[src/rtl/mmio_pkg.sv]
// Shared types and constants for the MMIO initiator: FSM states, slot ids,
// slot geometry and the latched-request record.
package mmio_pkg;

    typedef enum logic [1:0] {
        ST_IDLE   = 2'd0,
        ST_ACCESS = 2'd1,
        ST_RESP   = 2'd2
    } state_t;

    typedef enum logic [1:0] {
        SLOT_NONE = 2'd0,
        SLOT_GPIO = 2'd1,
        SLOT_AUX  = 2'd2
    } slot_t;

    localparam logic [31:0] GPIO_BASE_DEF = 32'h1001_0024;
    localparam logic [31:0] AUX_BASE_DEF  = 32'h1001_0030;
    // Slot sizes in bytes (2 and 4 words).
    localparam logic [31:0] GPIO_SPAN = 32'd8;
    localparam logic [31:0] AUX_SPAN  = 32'd16;

    // Request captured in IDLE and presented to the peripheral during ACCESS.
    typedef struct packed {
        logic        we;
        logic [31:0] wdata;
        logic [31:0] word_off;
        slot_t       slot;
    } acc_t;

endpackage

[src/rtl/mmio_decoder.sv]
// Combinational address decode: byte address -> slot id, word offset, hit.
// Misaligned addresses never hit.
module mmio_decoder
    import mmio_pkg::*;
#(
    parameter logic [31:0] GPIO_BASE = GPIO_BASE_DEF,
    parameter logic [31:0] AUX_BASE  = AUX_BASE_DEF
) (
    input  logic [31:0] addr,
    output slot_t       slot,
    output logic [31:0] word_off,
    output logic        hit
);

    logic [31:0] gpio_d;
    logic [31:0] aux_d;
    logic        aligned;

    // Unsigned distance from each base; a single compare covers both bounds.
    assign gpio_d  = addr - GPIO_BASE;
    assign aux_d   = addr - AUX_BASE;
    assign aligned = (addr[1:0] == 2'b00);

    // Pick the slot and convert the byte offset to a word offset.
    always_comb begin
        slot     = SLOT_NONE;
        word_off = '0;
        if (aligned && (gpio_d < GPIO_SPAN)) begin
            slot     = SLOT_GPIO;
            word_off = {2'b00, gpio_d[31:2]};
        end else if (aligned && (aux_d < AUX_SPAN)) begin
            slot     = SLOT_AUX;
            word_off = {2'b00, aux_d[31:2]};
        end
    end

    assign hit = (slot != SLOT_NONE);

endmodule

[src/rtl/mmio_initiator.sv]
// CPU-side MMIO initiator: decodes a single request into a GPIO (fixed wait)
// or AUX (ack handshake with timeout) access and returns a one-cycle
// completion pulse with data and error qualifier.
module mmio_initiator
    import mmio_pkg::*;
#(
    parameter logic [31:0] GPIO_BASE = GPIO_BASE_DEF,
    parameter logic [31:0] AUX_BASE  = AUX_BASE_DEF,
    parameter int unsigned GPIO_WAIT = 1,
    parameter int unsigned TIMEOUT   = 15
) (
    input  logic        clk,
    input  logic        rst,
    input  logic        cpu_req,
    input  logic        cpu_we,
    input  logic [31:0] cpu_addr,
    input  logic [31:0] cpu_wdata,
    output logic [31:0] cpu_rdata,
    output logic        cpu_ready,
    output logic        cpu_err,
    output logic [31:0] per_addr,
    output logic [31:0] per_wdata,
    output logic        per_we,
    output logic        per_sel_gpio,
    output logic        per_sel_aux,
    input  logic [31:0] per_rdata_gpio,
    input  logic [31:0] per_rdata_aux,
    input  logic        per_ack_aux
);

    // Counter value on the final GPIO cycle / final AUX cycle before timeout.
    localparam logic [7:0] GPIO_LAST = GPIO_WAIT[7:0];
    localparam logic [7:0] TO_LAST   = 8'(TIMEOUT - 1);

    state_t      state_q, state_d;
    acc_t        acc_q;
    logic [7:0]  cnt_q;
    logic [31:0] rdata_q;
    logic        err_q;

    slot_t       dec_slot;
    logic [31:0] dec_off;
    logic        dec_hit;

    logic        resp_load;
    logic        resp_err;
    logic [31:0] resp_data;

    mmio_decoder #(
        .GPIO_BASE (GPIO_BASE),
        .AUX_BASE  (AUX_BASE)
    ) u_dec (
        .addr     (cpu_addr),
        .slot     (dec_slot),
        .word_off (dec_off),
        .hit      (dec_hit)
    );

    // State register; reset aborts any access without a completion pulse.
    always_ff @(posedge clk or posedge rst) begin
        if (rst) state_q <= ST_IDLE;
        else     state_q <= state_d;
    end

    // Next state and the response to load on entry to RESP.
    always_comb begin
        state_d   = state_q;
        resp_load = 1'b0;
        resp_err  = 1'b0;
        resp_data = '0;
        unique case (state_q)
            ST_IDLE: begin
                if (cpu_req) begin
                    if (dec_hit) begin
                        state_d = ST_ACCESS;
                    end else begin
                        state_d   = ST_RESP;
                        resp_load = 1'b1;
                        resp_err  = 1'b1;
                    end
                end
            end
            ST_ACCESS: begin
                if (acc_q.slot == SLOT_GPIO) begin
                    if (cnt_q == GPIO_LAST) begin
                        state_d   = ST_RESP;
                        resp_load = 1'b1;
                        resp_data = acc_q.we ? '0 : per_rdata_gpio;
                    end
                end else if (per_ack_aux) begin
                    // Ack beats a timeout expiring on the same cycle.
                    state_d   = ST_RESP;
                    resp_load = 1'b1;
                    resp_data = acc_q.we ? '0 : per_rdata_aux;
                end else if (cnt_q >= TO_LAST) begin
                    state_d   = ST_RESP;
                    resp_load = 1'b1;
                    resp_err  = 1'b1;
                end
            end
            ST_RESP: state_d = ST_IDLE;
            default: state_d = ST_IDLE;
        endcase
    end

    // Request capture, saturating wait counter and response registers.
    always_ff @(posedge clk or posedge rst) begin
        if (rst) begin
            acc_q   <= '0;
            cnt_q   <= '0;
            rdata_q <= '0;
            err_q   <= 1'b0;
        end else begin
            if (state_q == ST_IDLE) begin
                cnt_q <= '0;
                if (cpu_req) begin
                    acc_q <= '{we: cpu_we, wdata: cpu_wdata,
                               word_off: dec_off, slot: dec_slot};
                end
            end else if ((state_q == ST_ACCESS) && (cnt_q != 8'hFF)) begin
                cnt_q <= cnt_q + 8'd1;
            end
            if (resp_load) begin
                rdata_q <= resp_data;
                err_q   <= resp_err;
            end
        end
    end

    assign cpu_ready    = (state_q == ST_RESP);
    assign cpu_err      = cpu_ready & err_q;
    assign cpu_rdata    = rdata_q;
    assign per_addr     = acc_q.word_off;
    assign per_wdata    = acc_q.wdata;
    assign per_we       = acc_q.we;
    assign per_sel_gpio = (state_q == ST_ACCESS) && (acc_q.slot == SLOT_GPIO);
    assign per_sel_aux  = (state_q == ST_ACCESS) && (acc_q.slot == SLOT_AUX);

endmodule

[config.mk]
export PLATFORM = sky130hd
export DESIGN_NAME = mmio_initiator
export DESIGN_NICKNAME = d
export VERILOG_FILES = /design/src/rtl/mmio_pkg.sv /design/src/rtl/mmio_decoder.sv /design/src/rtl/mmio_initiator.sv
export SDC_FILE = /design/constraint.sdc
export NUM_CORES = 1
export LEC_CHECK = 0
export CAP_MARGIN = 20
export CORE_UTILIZATION = 33
export DETAILED_ROUTE_END_ITERATION = 10
export DONT_BUFFER_PORTS = 1
export PLACE_DENSITY = 0.46
export REMOVE_ABC_BUFFERS = 1
export SYNTH_ARGS = -nofsm -noshare
export SYNTH_HDL_FRONTEND = slang
export SYNTH_SLANG_ARGS = --single-unit
[constraint.sdc]
create_clock -name clk -period 10.5 [get_ports clk]
set_input_delay 2.1 -clock clk [delete_from_list [all_inputs] [get_ports clk]]
set_output_delay 2.1 -clock clk [all_outputs]
set_load 0.05 [all_outputs]
==> metrics.txt <==
# TYPE chip_impl_metric gauge
chip_impl_info{name="rsz0062_at_grt",value="false"} 1
chip_impl_metric{name="drt_drc",unit=""} 0
chip_impl_metric{name="synth-adder-area-share",unit=""} 0.0124
chip_impl_metric{name="worst_ep_arrival_time",unit="ns"} 4.97
chip_impl_metric{name="vdd_ir_drop_max",unit="mV"} 0.0858
chip_impl_info{name="run_status",value="completed"} 1
chip_impl_info{name="synth.top_cells.by_area",value="sky130_fd_sc_hd__dfrtp_1 (38%), sky130_fd_sc_hd__nand2_1 (8.8%), sky130_fd_sc_hd__buf_4 (6.8%)"} 1
chip_impl_metric{name="finalClockSkew",unit="ns"} 0.00614
chip_impl_metric{name="synthArstFlopShare",unit=""} 1.00
chip_impl_info{name="critical_path.endpoint_type",value="flip-flop"} 1
chip_impl_metric{name="register_area",unit="um^2"} 2700
chip_impl_metric{name="post_synthesis_xor_xnor_area_fraction",unit=""} 0.0198
chip_impl_metric{name="max_stage_delay",unit="ns"} 0.46
chip_impl_info{name="synthFlopType",value="sky130_fd_sc_hd__dfrtp_1"} 1
chip_impl_metric{name="finish.net_count",unit=""} 871
chip_impl_metric{name="layout-area-overhead-vs-synth",unit="%"} -0.177
chip_impl_metric{name="yosys_warnings",unit=""} 0
chip_impl_metric{name="drt_first_pass_iters",unit=""} 6
chip_impl_info{name="crit_slowest_cell",value="sky130_fd_sc_hd__a2111o_1"} 1
chip_impl_metric{name="full_die_area",unit="um^2"} 22000
chip_impl_metric{name="hold_violation_count_in_the_final_report",unit=""} 0
chip_impl_metric{name="postLayoutCoreUtil",unit=""} 0.336
chip_impl_metric{name="drive_above_1_share",unit=""} 0.0693
chip_impl_metric{name="synth.top_cell.area_share",unit=""} 0.382
chip_impl_metric{name="synth_compound_area_frac",unit=""} 0.205
chip_impl_metric{name="initial_core_util",unit=""} 0.336
chip_impl_metric{name="timing.fmax",unit="GHz"} 0.212
chip_impl_metric{name="leakagePower",unit="uW"} 0.00297
chip_impl_metric{name="cts_num_sinks",unit=""} 108
chip_impl_metric{name="rrSetupSlack",unit="ns"} 7.93
chip_impl_metric{name="route.vias.total",unit=""} 5932
chip_impl_metric{name="ios",unit=""} 234
chip_impl_metric{name="postSynthRegisterBits",unit=""} 108
chip_impl_metric{name="post-cts-setup-buffer-count",unit=""} 0
chip_impl_metric{name="worst_case_reg_to_reg_path_depth",unit=""} 8
chip_impl_metric{name="routed_wl",unit="mm"} 20.9
chip_impl_metric{name="timing.critical_path.buf_inv",unit=""} 1
chip_impl_info{name="hold_end",value="acc_q[1]"} 1
chip_impl_metric{name="clock_pin_slew_on_the_worst_setup_and_hold_paths",unit="ns"} 0.08
chip_impl_metric{name="syn_inst",unit=""} 838
chip_impl_metric{name="cts_inserted_buffers",unit=""} 9
chip_impl_metric{name="grt_pass1_vias",unit=""} 5462
chip_impl_info{name="worst_r2r_startpoint",value="cnt_q[4]"} 1
chip_impl_metric{name="clock_period_minus_final_worst_setup_slack",unit="ns"} 4.72
chip_impl_metric{name="power_density",unit="nW/um^2"} 132
chip_impl_metric{name="synth.cell_area",unit="um^2"} 7070
chip_impl_metric{name="synth_simple_gate_area_frac",unit=""} 0.260
chip_impl_metric{name="clock_latency",unit="ns"} 0.36
chip_impl_metric{name="setup_violations",unit=""} 0
chip_impl_metric{name="clock_tree.buffer_depth",unit=""} 2
chip_impl_info{name="root_buffer",value="sky130_fd_sc_hd__clkbuf_16"} 1
chip_impl_metric{name="holdPathStages",unit=""} 2
chip_impl_metric{name="multi_input_area",unit="um^2"} 3600
chip_impl_metric{name="grt_max_degree",unit=""} 104
chip_impl_metric{name="route.antenna.remaining_nets",unit=""} 0
chip_impl_metric{name="ctsHtreeMaxLevel",unit=""} 3
chip_impl_info{name="crit_type",value="in -> reg"} 1
chip_impl_metric{name="port_buffers",unit=""} 0
chip_impl_info{name="holdCritStartpoint",value="acc_q[1]"} 1
chip_impl_metric{name="core_region_area",unit="um^2"} 21000
chip_impl_metric{name="timing.max_cap.violations",unit=""} 0
chip_impl_metric{name="synth.avg_cell_area",unit="um^2"} 8.44
chip_impl_metric{name="worst_ep_required_time",unit="ns"} 10.75
chip_impl_info{name="regToRegEndpoint",value="cpu_rdata[1]"} 1
chip_impl_metric{name="post_cts_resize_count",unit=""} 0
chip_impl_metric{name="antenna_found_initial",unit=""} 0
chip_impl_info{name="cp-start-kind",value="input pin"} 1
chip_impl_info{name="largest_family_of_logic_cells_by_synthesized_area",value="simple AND/OR/NAND/NOR gates"} 1
chip_impl_metric{name="post_synth_edffs",unit=""} 0
chip_impl_info{name="synth_top_cells_by_count",value="sky130_fd_sc_hd__nand2_1 (165), sky130_fd_sc_hd__dfrtp_1 (108), sky130_fd_sc_hd__nor2_1 (67)"} 1
chip_impl_info{name="synth_area_leader_cell",value="sky130_fd_sc_hd__dfrtp_1"} 1
chip_impl_metric{name="worst_slew_margin_rel",unit=""} 0.290
chip_impl_info{name="worstHoldPathType",value="reg -> reg"} 1
chip_impl_metric{name="synth_sequential_area_ratio",unit=""} 0.382
chip_impl_metric{name="worst_case_hold_slack",unit="ns"} 0.537
chip_impl_info{name="most_frequent_cell_after_synthesis",value="sky130_fd_sc_hd__nand2_1"} 1
chip_impl_metric{name="drv_slew",unit=""} 0
chip_impl_metric{name="grt_first_pass_wirelength",unit="mm"} 31.2
chip_impl_metric{name="antenna-diode-count",unit=""} 0
chip_impl_metric{name="fin_setup_tns",unit="ns"} 0
chip_impl_metric{name="grt_overflow_total",unit=""} 0
chip_impl_metric{name="timing_worst_slew_pin_value",unit="ns"} 1.07
chip_impl_metric{name="gp_congestion",unit=""} 0.986
chip_impl_info{name="cts_tree",value="done"} 1
chip_impl_metric{name="via_count_normalized_by_instance_count",unit=""} 5.87
chip_impl_metric{name="drt-initial-drc-count",unit=""} 385
chip_impl_metric{name="design_power_total",unit="uW"} 931
chip_impl_metric{name="yosysUniqueCellTypes",unit=""} 71
chip_impl_info{name="crit_path_cell_trace",value="ha_1 > nor4_4 > nand3_1 > o221ai_2 > a21oi_1 > a2111o_1 > nor3_4 > buf_4 > a2111oi_2 > a221o_1"} 1
chip_impl_metric{name="post-route-period-util",unit=""} 0.450
chip_impl_metric{name="dpl.hpwl",unit="mm"} 15.0
chip_impl_metric{name="crit_path_max_fanout",unit=""} 35
chip_impl_info{name="critical_path.top_delay_family",value="compound AO/OA/AOI/OAI gates"} 1
chip_impl_metric{name="dieHeight",unit="um"} 148
chip_impl_metric{name="yosys-mux-area-fraction",unit=""} 0.00442
chip_impl_metric{name="post-place-ws",unit="ns"} 5.44
chip_impl_metric{name="fillerInstances",unit=""} 2167
chip_impl_metric{name="detail_route.wl_per_cell",unit="um"} 20.6
chip_impl_metric{name="die_width",unit="um"} 148
chip_impl_metric{name="layout_setup_ws",unit="ns"} 5.78
chip_impl_metric{name="placementRows",unit=""} 53
chip_impl_metric{name="total_track_usage",unit=""} 0.182
chip_impl_metric{name="postCtsHoldBufs",unit=""} 0
layout by cell type, fill, tap and decap left out, drive strengths merged, types with 7 or more instances in the layout:
cell	n
dfrtp	108
a31oi	8
nand3	15
nand2	165
nor2	67
inv	15
or3	8
ha	7
o211ai	33
o21ai	21
a22oi	31
buf	9
nor4	16
nand4	9
a21oi	15
a41oi	34
o31ai	11
clkbuf	10
and2	29
xnor2	11
nor3	20
layer usage:
layer  wire length (um)  global-route usage  vias to the layer above
met1               8120               0.223                     2846
li1                   -                   -                     2739
met4                719              0.0830                        0
met3               1910              0.0479                       45
met2              10100               0.300                      302
met5                  0                   0                        -
cell families after synthesis:
kind of cell / Yosys count
muxes: 3
buffers and inverters: 142
AOI/OAI and AO/OA: 191
and+or+nand+nor: 370
adders and majority gates: 7
other: 1
xor gates and xnor gates: 16
DFF: 108
worst reg2reg max path, stage by stage, from the launching register on:
cell                       delay [ns]
sky130_fd_sc_hd__dfrtp_1         0.44
sky130_fd_sc_hd__nor4_1          0.41
sky130_fd_sc_hd__nand3_1         0.22
sky130_fd_sc_hd__nor3_2          0.22
sky130_fd_sc_hd__buf_4           0.35
sky130_fd_sc_hd__a211oi_4        0.05
sky130_fd_sc_hd__buf_4           0.33
sky130_fd_sc_hd__a41oi_1         0.34
sky130_fd_sc_hd__nand2_1         0.09
area by class of cell:
type                            count  area share
Clock buffer                       10      0.0324
Clock inverter                      6     0.00868
Multi-Input combinational cell    589       0.510
Tap cell                          275      0.0487
Inverter                           14     0.00780
Timing Repair Buffer                9     0.00957
Sequential cell                   108       0.383
per-stage QoR:
step	instances	instance area, um^2
floorplan	711	6310
global placement	995	6770
detailed placement	995	6770
CTS	1011	7060
global route	1011	7060
finish	1011	7060
power by group:
| part | internal, uW | switching [uW] |
|---|---|---|
| logic | 25.6 | 64.8 |
| registers | 432 | 74.1 |
| clock network | 166 | 168 |
worst max-delay path by stage:
stage                     cells after the start  slack (ns)            to    startpoint
final                                        10        5.78   per_addr[0]   cpu_addr[4]
after global placement                        8        5.40   per_addr[0]  cpu_addr[20]
after CTS                                    10        5.82   per_addr[0]   cpu_addr[4]
after detailed placement                     10        5.44   per_addr[0]   cpu_addr[4]
after floorplan                               5        3.84  cpu_rdata[0]   per_ack_aux
after global routing                          8        5.54   per_addr[0]  cpu_addr[20]
state kept, by name (all words and copies together), names as in the netlist:
register / flops
cpu_rdata: 32
per_wdata: 32
per_addr: 30
cnt_q: 8
acc_q: 2
state_q: 2
err_q: 1
per_we: 1
No activity file was read; power rests on OpenSTA's default activity.
